--- src/rtl/gp_lpddr5_cmd_scheduler.sv ---
// gp_lpddr5_cmd_scheduler
// Single-bank LPDDR5 command scheduler. It accepts ACT / RD16 / WR16 / PRE
// requests one at a time. It expands ACT into the two-cycle ACT1/ACT2 pair
// and RD16/WR16 into CAS followed by the data command. It enforces tRCD,
// tRP and tRFC, and it inserts periodic refreshes. A refresh closes the open
// row first if needed.
//
// Ports
//   ck_t       : clock, all state updates on the rising edge
//   ddr_reset  : asynchronous active-high reset
//   req_valid  : a command request is present
//   req_cmd    : 0 = ACT, 1 = RD16, 2 = WR16, 3 = PRE
//   req_ready  : request accepted this cycle (handshake = req_valid & req_ready)
//   cs         : chip select, high only in cycles that carry a command
//   ca[0:6]    : command/address bus, all zero when idle
//   row_open   : the modelled bank is active
//   ref_busy   : a refresh is pending or in progress
//   err        : one-cycle pulse after an illegal request was accepted
//
// cs/ca are registered. The command decided in a given state appears on the
// bus in the following cycle. The ACT2 state is therefore the cycle in which
// ACT1 is on the bus, and it launches ACT2.
module gp_lpddr5_cmd_scheduler #(
  parameter int T_RCD  = 4,
  parameter int T_RP   = 4,
  parameter int T_REFI = 64,
  parameter int T_RFC  = 8
) (
  input  logic       ck_t,
  input  logic       ddr_reset,
  input  logic       req_valid,
  input  logic [1:0] req_cmd,
  output logic       req_ready,
  output logic       cs,
  output logic [0:6] ca,
  output logic       row_open,
  output logic       ref_busy,
  output logic       err
);

  localparam int MAX_A = (T_RCD > T_RP) ? T_RCD : T_RP;
  localparam int MAX_B = (T_REFI > T_RFC) ? T_REFI : T_RFC;
  localparam int MAXP  = (MAX_A > MAX_B) ? MAX_A : MAX_B;
  localparam int TW    = $clog2(MAXP + 1);

  localparam logic [0:6] CA_NOP    = 7'b0000000;
  localparam logic [0:6] CA_ACT1   = 7'b1110000;
  localparam logic [0:6] CA_ACT2   = 7'b1100000;
  localparam logic [0:6] CA_CAS_WR = 7'b0011100;
  localparam logic [0:6] CA_CAS_RD = 7'b0011010;
  localparam logic [0:6] CA_WR16   = 7'b0110000;
  localparam logic [0:6] CA_RD16   = 7'b1000000;
  localparam logic [0:6] CA_PRE    = 7'b0001111;
  localparam logic [0:6] CA_REF    = 7'b0001110;

  localparam logic [1:0] CMD_ACT  = 2'd0;
  localparam logic [1:0] CMD_RD16 = 2'd1;
  localparam logic [1:0] CMD_WR16 = 2'd2;
  localparam logic [1:0] CMD_PRE  = 2'd3;

  typedef enum logic [3:0] {
    S_IDLE,
    S_ACT2,
    S_TRCD_WAIT,
    S_CAS,
    S_RDWR,
    S_TRP_WAIT,
    S_REF_PRE,
    S_REF_CMD,
    S_TRFC_WAIT
  } state_t;

  state_t        state_reg, state_next;
  logic          cs_reg, cs_next;
  logic [0:6]    ca_reg, ca_next;
  logic          row_open_reg, row_open_next;
  logic          ref_busy_reg, ref_busy_next;
  logic          err_reg, err_next;
  logic          is_wr_reg, is_wr_next;
  logic [TW-1:0] trcd_reg, trcd_next;
  logic [TW-1:0] trp_reg, trp_next;
  logic [TW-1:0] trfc_reg, trfc_next;
  logic [TW-1:0] ref_cnt_reg, ref_cnt_next;
  logic          ref_busy_clr;
  logic          ready;

  // Ready is gated by reset as well, because the reset state (IDLE with
  // expired timers) would otherwise look ready.
  assign ready = !ddr_reset && (state_reg == S_IDLE) && !ref_busy_reg &&
                 (trp_reg == '0) && (trfc_reg == '0);

  always_ff @(posedge ck_t or posedge ddr_reset) begin
    if (ddr_reset) begin
      state_reg    <= S_IDLE;
      cs_reg       <= 1'b0;
      ca_reg       <= CA_NOP;
      row_open_reg <= 1'b0;
      ref_busy_reg <= 1'b0;
      err_reg      <= 1'b0;
      is_wr_reg    <= 1'b0;
      trcd_reg     <= '0;
      trp_reg      <= '0;
      trfc_reg     <= '0;
      ref_cnt_reg  <= TW'(T_REFI - 1);
    end else begin
      state_reg    <= state_next;
      cs_reg       <= cs_next;
      ca_reg       <= ca_next;
      row_open_reg <= row_open_next;
      ref_busy_reg <= ref_busy_next;
      err_reg      <= err_next;
      is_wr_reg    <= is_wr_next;
      trcd_reg     <= trcd_next;
      trp_reg      <= trp_next;
      trfc_reg     <= trfc_next;
      ref_cnt_reg  <= ref_cnt_next;
    end
  end

  always_comb begin
    state_next    = state_reg;
    cs_next       = 1'b0;
    ca_next       = CA_NOP;
    row_open_next = row_open_reg;
    err_next      = 1'b0;
    is_wr_next    = is_wr_reg;
    ref_busy_clr  = 1'b0;
    // All timers count down and stick at zero unless reloaded below.
    trcd_next     = (trcd_reg != '0) ? trcd_reg - 1'b1 : '0;
    trp_next      = (trp_reg != '0) ? trp_reg - 1'b1 : '0;
    trfc_next     = (trfc_reg != '0) ? trfc_reg - 1'b1 : '0;
    ref_cnt_next  = (ref_cnt_reg != '0) ? ref_cnt_reg - 1'b1 : '0;

    case (state_reg)
      S_IDLE: begin
        if (ref_busy_reg) begin
          if (row_open_reg) begin
            cs_next       = 1'b1;
            ca_next       = CA_PRE;
            row_open_next = 1'b0;
            trp_next      = TW'(T_RP - 1);
            state_next    = S_REF_PRE;
          end else if (trp_reg == '0) begin
            cs_next      = 1'b1;
            ca_next      = CA_REF;
            ref_cnt_next = TW'(T_REFI - 1);
            trfc_next    = TW'(T_RFC - 1);
            state_next   = S_REF_CMD;
          end
        end else if (req_valid && ready) begin
          case (req_cmd)
            CMD_ACT: begin
              if (!row_open_reg) begin
                cs_next    = 1'b1;
                ca_next    = CA_ACT1;
                state_next = S_ACT2;
              end else begin
                err_next = 1'b1;
              end
            end
            CMD_RD16, CMD_WR16: begin
              if (row_open_reg) begin
                is_wr_next = (req_cmd == CMD_WR16);
                // CAS may go out next cycle only if tRCD is already satisfied.
                if (trcd_reg == '0) begin
                  cs_next    = 1'b1;
                  ca_next    = (req_cmd == CMD_WR16) ? CA_CAS_WR : CA_CAS_RD;
                  state_next = S_CAS;
                end else begin
                  state_next = S_TRCD_WAIT;
                end
              end else begin
                err_next = 1'b1;
              end
            end
            default: begin  // PRE
              if (row_open_reg) begin
                cs_next       = 1'b1;
                ca_next       = CA_PRE;
                row_open_next = 1'b0;
                trp_next      = TW'(T_RP - 1);
                state_next    = S_TRP_WAIT;
              end else begin
                err_next = 1'b1;
              end
            end
          endcase
        end
      end

      S_ACT2: begin
        cs_next       = 1'b1;
        ca_next       = CA_ACT2;
        row_open_next = 1'b1;
        trcd_next     = TW'(T_RCD - 1);
        state_next    = S_IDLE;
      end

      S_TRCD_WAIT: begin
        if (trcd_reg == '0) begin
          cs_next    = 1'b1;
          ca_next    = is_wr_reg ? CA_CAS_WR : CA_CAS_RD;
          state_next = S_CAS;
        end
      end

      S_CAS: begin
        cs_next    = 1'b1;
        ca_next    = is_wr_reg ? CA_WR16 : CA_RD16;
        state_next = S_RDWR;
      end

      S_RDWR: state_next = S_IDLE;

      // Leave one cycle early so IDLE coincides with the timer reaching zero
      // and the next command can be launched exactly tRP after PRE.
      S_TRP_WAIT: begin
        if (trp_reg <= TW'(1)) state_next = S_IDLE;
      end

      S_REF_PRE: begin
        if (trp_reg == '0) begin
          cs_next      = 1'b1;
          ca_next      = CA_REF;
          ref_cnt_next = TW'(T_REFI - 1);
          trfc_next    = TW'(T_RFC - 1);
          state_next   = S_REF_CMD;
        end
      end

      S_REF_CMD: state_next = S_TRFC_WAIT;

      S_TRFC_WAIT: begin
        if (trfc_reg <= TW'(1)) begin
          state_next   = S_IDLE;
          ref_busy_clr = 1'b1;
        end
      end

      default: state_next = S_IDLE;
    endcase

    // ref_busy rises in the cycle the refresh counter reads zero. The counter
    // stays at zero while a refresh is deferred, so ref_busy stays high until
    // the tRFC wait completes.
    ref_busy_next = ref_busy_clr ? 1'b0 : (ref_busy_reg || (ref_cnt_next == '0));
  end

  assign req_ready = ready;
  assign cs        = cs_reg;
  assign ca        = ca_reg;
  assign row_open  = row_open_reg;
  assign ref_busy  = ref_busy_reg;
  assign err       = err_reg;

endmodule
--- config.mk ---
export PLATFORM = sky130hd
export DESIGN_NAME = gp_lpddr5_cmd_scheduler
export DESIGN_NICKNAME = d
export VERILOG_FILES = /design/src/rtl/gp_lpddr5_cmd_scheduler.sv
export SDC_FILE = /design/constraint.sdc
export NUM_CORES = 1
export LEC_CHECK = 0
export BUFFER_PORTS_ARGS = -buffer_cell sky130_fd_sc_hd__buf_4
export CORE_AREA = 2 2 87 89
export CTS_CLUSTER_SIZE = 12
export DETAILED_ROUTE_END_ITERATION = 16
export DIE_AREA = 0 0 89 91
export PLACE_DENSITY = 0.59
export REMOVE_ABC_BUFFERS = 1
export SYNTH_ARGS = -nofsm -noshare
export SYNTH_HDL_FRONTEND = slang
export SYNTH_SLANG_ARGS = --single-unit
--- constraint.sdc ---
create_clock -name ck_t -period 5.32 [get_ports ck_t]
set_input_delay 0 -clock ck_t [delete_from_list [all_inputs] [get_ports ck_t]]
set_output_delay 0 -clock ck_t [all_outputs]
set_load 0.1 [all_outputs]
==> metrics.txt <==
# TYPE chip_impl_metric gauge
chip_impl_metric{name="combPwrFrac",unit=""} 0.493
chip_impl_metric{name="cts.htree.levels",unit=""} 2
chip_impl_metric{name="firstDrtPassIters",unit=""} 4
chip_impl_info{name="yosys.area.top_type",value="sky130_fd_sc_hd__dfrtp_1"} 1
chip_impl_metric{name="area_growth",unit="%"} 13.08
chip_impl_metric{name="remaining_routing_drc_violations",unit=""} 0
chip_impl_metric{name="netlist_instances",unit=""} 266
chip_impl_metric{name="boundaryPins",unit=""} 17
chip_impl_metric{name="dr.first_iter.drc_count",unit=""} 155
chip_impl_metric{name="wl_met2",unit="um"} 2423
chip_impl_metric{name="setup_viol_count_final",unit=""} 0
chip_impl_metric{name="drt_wl_total",unit="um"} 5264
chip_impl_metric{name="num_cts_buffers",unit=""} 5
chip_impl_info{name="outcome",value="finished clean"} 1
chip_impl_metric{name="largest_net_degree_at_the_start_of_global_routing",unit=""} 45
chip_impl_metric{name="grt_antenna_before_repair",unit=""} 0
chip_impl_metric{name="power_report.internal_total",unit="mW"} 0.8671
chip_impl_metric{name="globalRouteTotalUtil",unit=""} 0.1363
chip_impl_metric{name="synth_top_area_frac",unit=""} 0.3852
chip_impl_metric{name="cellLeakagePower",unit="nW"} 1.279
chip_impl_metric{name="crit_path_max_fanout",unit=""} 15
chip_impl_info{name="most_instantiated_library_cell_after_synthesis",value="sky130_fd_sc_hd__dfrtp_1"} 1
chip_impl_metric{name="io_buffer_count",unit=""} 16
chip_impl_metric{name="yosys_register_bits",unit=""} 44
chip_impl_metric{name="die_h",unit="um"} 91
chip_impl_metric{name="number_of_inserted_filler_cells_in_the_final_layout",unit=""} 746
chip_impl_metric{name="initial_util",unit=""} 0.3459
chip_impl_info{name="yosys-top-cells-area",value="sky130_fd_sc_hd__dfrtp_1 (39%), sky130_fd_sc_hd__dfstp_2 (6.4%), sky130_fd_sc_hd__ha_1 (6.1%)"} 1
chip_impl_info{name="cp-start-kind",value="register"} 1
chip_impl_metric{name="wl_per_cell",unit="um"} 13.71
chip_impl_metric{name="synth.avg_cell_area",unit="um2"} 9.281
chip_impl_metric{name="fin_setup_tns",unit="ns"} 0
chip_impl_info{name="rsz0062_at_grt",value="no"} 1
chip_impl_info{name="cts_tree",value="done"} 1
chip_impl_metric{name="postCtsSetupBuffers",unit=""} 0
chip_impl_metric{name="die_w",unit="um"} 89
chip_impl_info{name="clockRootBuffer",value="sky130_fd_sc_hd__clkbuf_8"} 1
chip_impl_metric{name="detailed_placement_hpwl",unit="um"} 3832
chip_impl_metric{name="postRouteAntennaNets",unit=""} 0
chip_impl_metric{name="clkPwrFrac",unit=""} 0.126
chip_impl_metric{name="vdd_drop_max",unit="V"} 0.0001946
chip_impl_info{name="endpoint_kind",value="output port"} 1
chip_impl_metric{name="switching_share",unit=""} 0.4804
chip_impl_metric{name="cap_viol_max_count",unit=""} 0
chip_impl_metric{name="total_switching_power",unit="mW"} 0.8017
chip_impl_metric{name="cts-root-to-sink-buffers",unit=""} 2
chip_impl_metric{name="placement_rows",unit=""} 31
chip_impl_info{name="synth_common_cells",value="sky130_fd_sc_hd__dfrtp_1 (38), sky130_fd_sc_hd__nor2_1 (32), sky130_fd_sc_hd__o21ai_0 (25)"} 1
chip_impl_metric{name="cts_num_sinks",unit=""} 44
chip_impl_metric{name="drt-vias-per-instance",unit=""} 4.906
chip_impl_metric{name="worst_slew_pin_slew",unit="ns"} 0.5603
chip_impl_metric{name="utilization_after_layout",unit=""} 0.3911
chip_impl_metric{name="timing.critical_path.arrival",unit="ns"} 2.22
chip_impl_info{name="top_layer_reached_by_signal_wires",value="met4"} 1
chip_impl_metric{name="worstSkewPairLatency",unit="ns"} 0.30
chip_impl_metric{name="timing.critical_path.required",unit="ns"} 5.32
chip_impl_metric{name="fmaxAchievable",unit="MHz"} 451.2
chip_impl_metric{name="layout-drive-gt1-share",unit=""} 0.1439
chip_impl_metric{name="floorplan.die_area",unit="mm2"} 0.008099
chip_impl_metric{name="layout_min_cycle_time",unit="ns"} 2.216
chip_impl_metric{name="place_congestion",unit=""} 0.9075
chip_impl_metric{name="first_global_vias",unit=""} 1825
chip_impl_metric{name="wl_met3",unit="um"} 273
chip_impl_metric{name="slew_violations",unit=""} 0
chip_impl_metric{name="yosysWarnings",unit=""} 0
chip_impl_metric{name="finalNetCount",unit=""} 301
chip_impl_metric{name="post_cts_hold_buffer_count",unit=""} 1
chip_impl_metric{name="yosysSeqAreaShare",unit=""} 0.4491
chip_impl_metric{name="fin_skew",unit="ns"} 0.008754
chip_impl_metric{name="slew-limit-headroom",unit=""} 0.6230
chip_impl_info{name="ws_path_type",value="register to output port"} 1
chip_impl_metric{name="clk_transition_reported_paths",unit="ns"} 0.09
chip_impl_metric{name="finalHoldViolCount",unit=""} 0
chip_impl_metric{name="grt_first_pass_wirelength",unit="um"} 8811
chip_impl_metric{name="synthesized_cell_area",unit="mm2"} 0.002469
chip_impl_metric{name="grt_overflow_total",unit=""} 0
chip_impl_info{name="timing.hold.worst.class",value="input port to register"} 1
chip_impl_metric{name="vias",unit=""} 1884
chip_impl_metric{name="asyncSetResetFlopFracSynth",unit=""} 1.000
chip_impl_metric{name="placeableCoreArea",unit="mm2"} 0.007137
chip_impl_metric{name="power_density",unit="mW/mm2"} 597.8
chip_impl_metric{name="p_seq_frac",unit=""} 0.380
chip_impl_metric{name="antenna_cells_inserted",unit=""} 0
chip_impl_info{name="ys_dominant_reg_cell",value="sky130_fd_sc_hd__dfrtp_1"} 1
chip_impl_metric{name="timing.final.crit_share",unit=""} 0.4166
chip_impl_metric{name="met1Wirelength",unit="um"} 2514
chip_impl_metric{name="post_cts_resized",unit=""} 0
chip_impl_metric{name="synth_cell_types",unit=""} 50
chip_impl_metric{name="synth_edf_count",unit=""} 0
power by group through the flow:
stage	clock, mW	sequential, mW	combinational, mW
2_1_floorplan	0	0.773	0.503
3_3_place_gp	0	0.640	0.817
3_5_place_dp	0	0.640	0.825
4_1_cts	0.218	0.636	0.830
5_1_grt	0.227	0.660	0.917
6_report	0.211	0.635	0.823
through the flow:
stage / area [um2] / hold slack [ns] / power, mW / cells / setup slack [ns]
floorplan: 2442 / 0.2641 / 1.276 / 259 / 1.163
global placement: 2694 / 0.2049 / 1.457 / 375 / 3.401
detailed placement: 2694 / 0.2082 / 1.465 / 375 / 3.316
CTS: 2791 / 0.1520 / 1.684 / 384 / 3.093
global route: 2791 / 0.1841 / 1.804 / 384 / 3.023
finish: 2791 / 0.1611 / 1.669 / 384 / 3.104
cell usage in the layout (no fill, tap or decap), drive strengths merged, types with 4 or more instances in the layout:
cell / n
dfstp: 6
a21oi: 10
ha: 12
xor2: 6
o21ai: 26
and3: 5
xnor2: 10
nand3: 8
clkinv: 4
buf: 17
nand2b: 4
nand3b: 4
a31oi: 5
nor2b: 4
nor3: 10
nor2: 32
inv: 17
nand2: 23
dfrtp: 38
clkbuf: 5
kinds of logic (layout without fill, tap and decap cells):
kind of cell | Yosys count | count (layout) | synth area share
and+or+nand+nor | 107 | 107 | 0.2347
AOI/OAI and AO/OA | 59 | 59 | 0.1465
DFF | 44 | 44 | 0.4491
buffers and inverters | 25 | 44 | 0.03801
xor gates and xnor gates | 16 | 16 | 0.05676
adders and majority gates | 12 | 12 | 0.06082
muxes | 3 | 3 | 0.01419
final cells by class:
cell class,count,area (um2),share of cell area
multi-input combinational,197,1266,0.4536
sequential,44,1109,0.3971
timing repair buffer,18,137.6,0.04931
tap,99,123.9,0.04437
clock buffer,5,68.82,0.02465
inverter,18,67.56,0.02420
clock inverter,3,18.77,0.006723
worst paths after layout:
kind                         startpoint           to  cells after the start  slack [ns]
setup / recovery           state_reg[0]    req_ready                      4        3.10
min in group asynchronous     ddr_reset  trfc_reg[6]                      4        0.41
hold / removal               req_cmd[1]    is_wr_reg                      3        0.16
hold reg to reg             trcd_reg[0]  trcd_reg[0]                      1        0.51
setup reg to reg           state_reg[0]    is_wr_reg                      5        3.29
max in group asynchronous     ddr_reset   trp_reg[1]                      4        4.53
metal layers:
| layer | up-vias | GRT usage |
|---|---|---|
| li1 | 961 | - |
| met4 | 0 | 0.03607 |
| met1 | 877 | 0.1967 |
| met5 | - | 0 |
| met3 | 5 | 0.02636 |
| met2 | 41 | 0.2083 |
worst max-delay path, stage by stage (launching register included):
cell and delay [ns]:
sky130_fd_sc_hd__dfrtp_1 0.57, sky130_fd_sc_hd__nor4_4 0.45, sky130_fd_sc_hd__nand2_2 0.16, sky130_fd_sc_hd__nor4_1 0.38
sky130_fd_sc_hd__buf_4 0.36
Note: power is estimated with default switching activity, not from simulation.
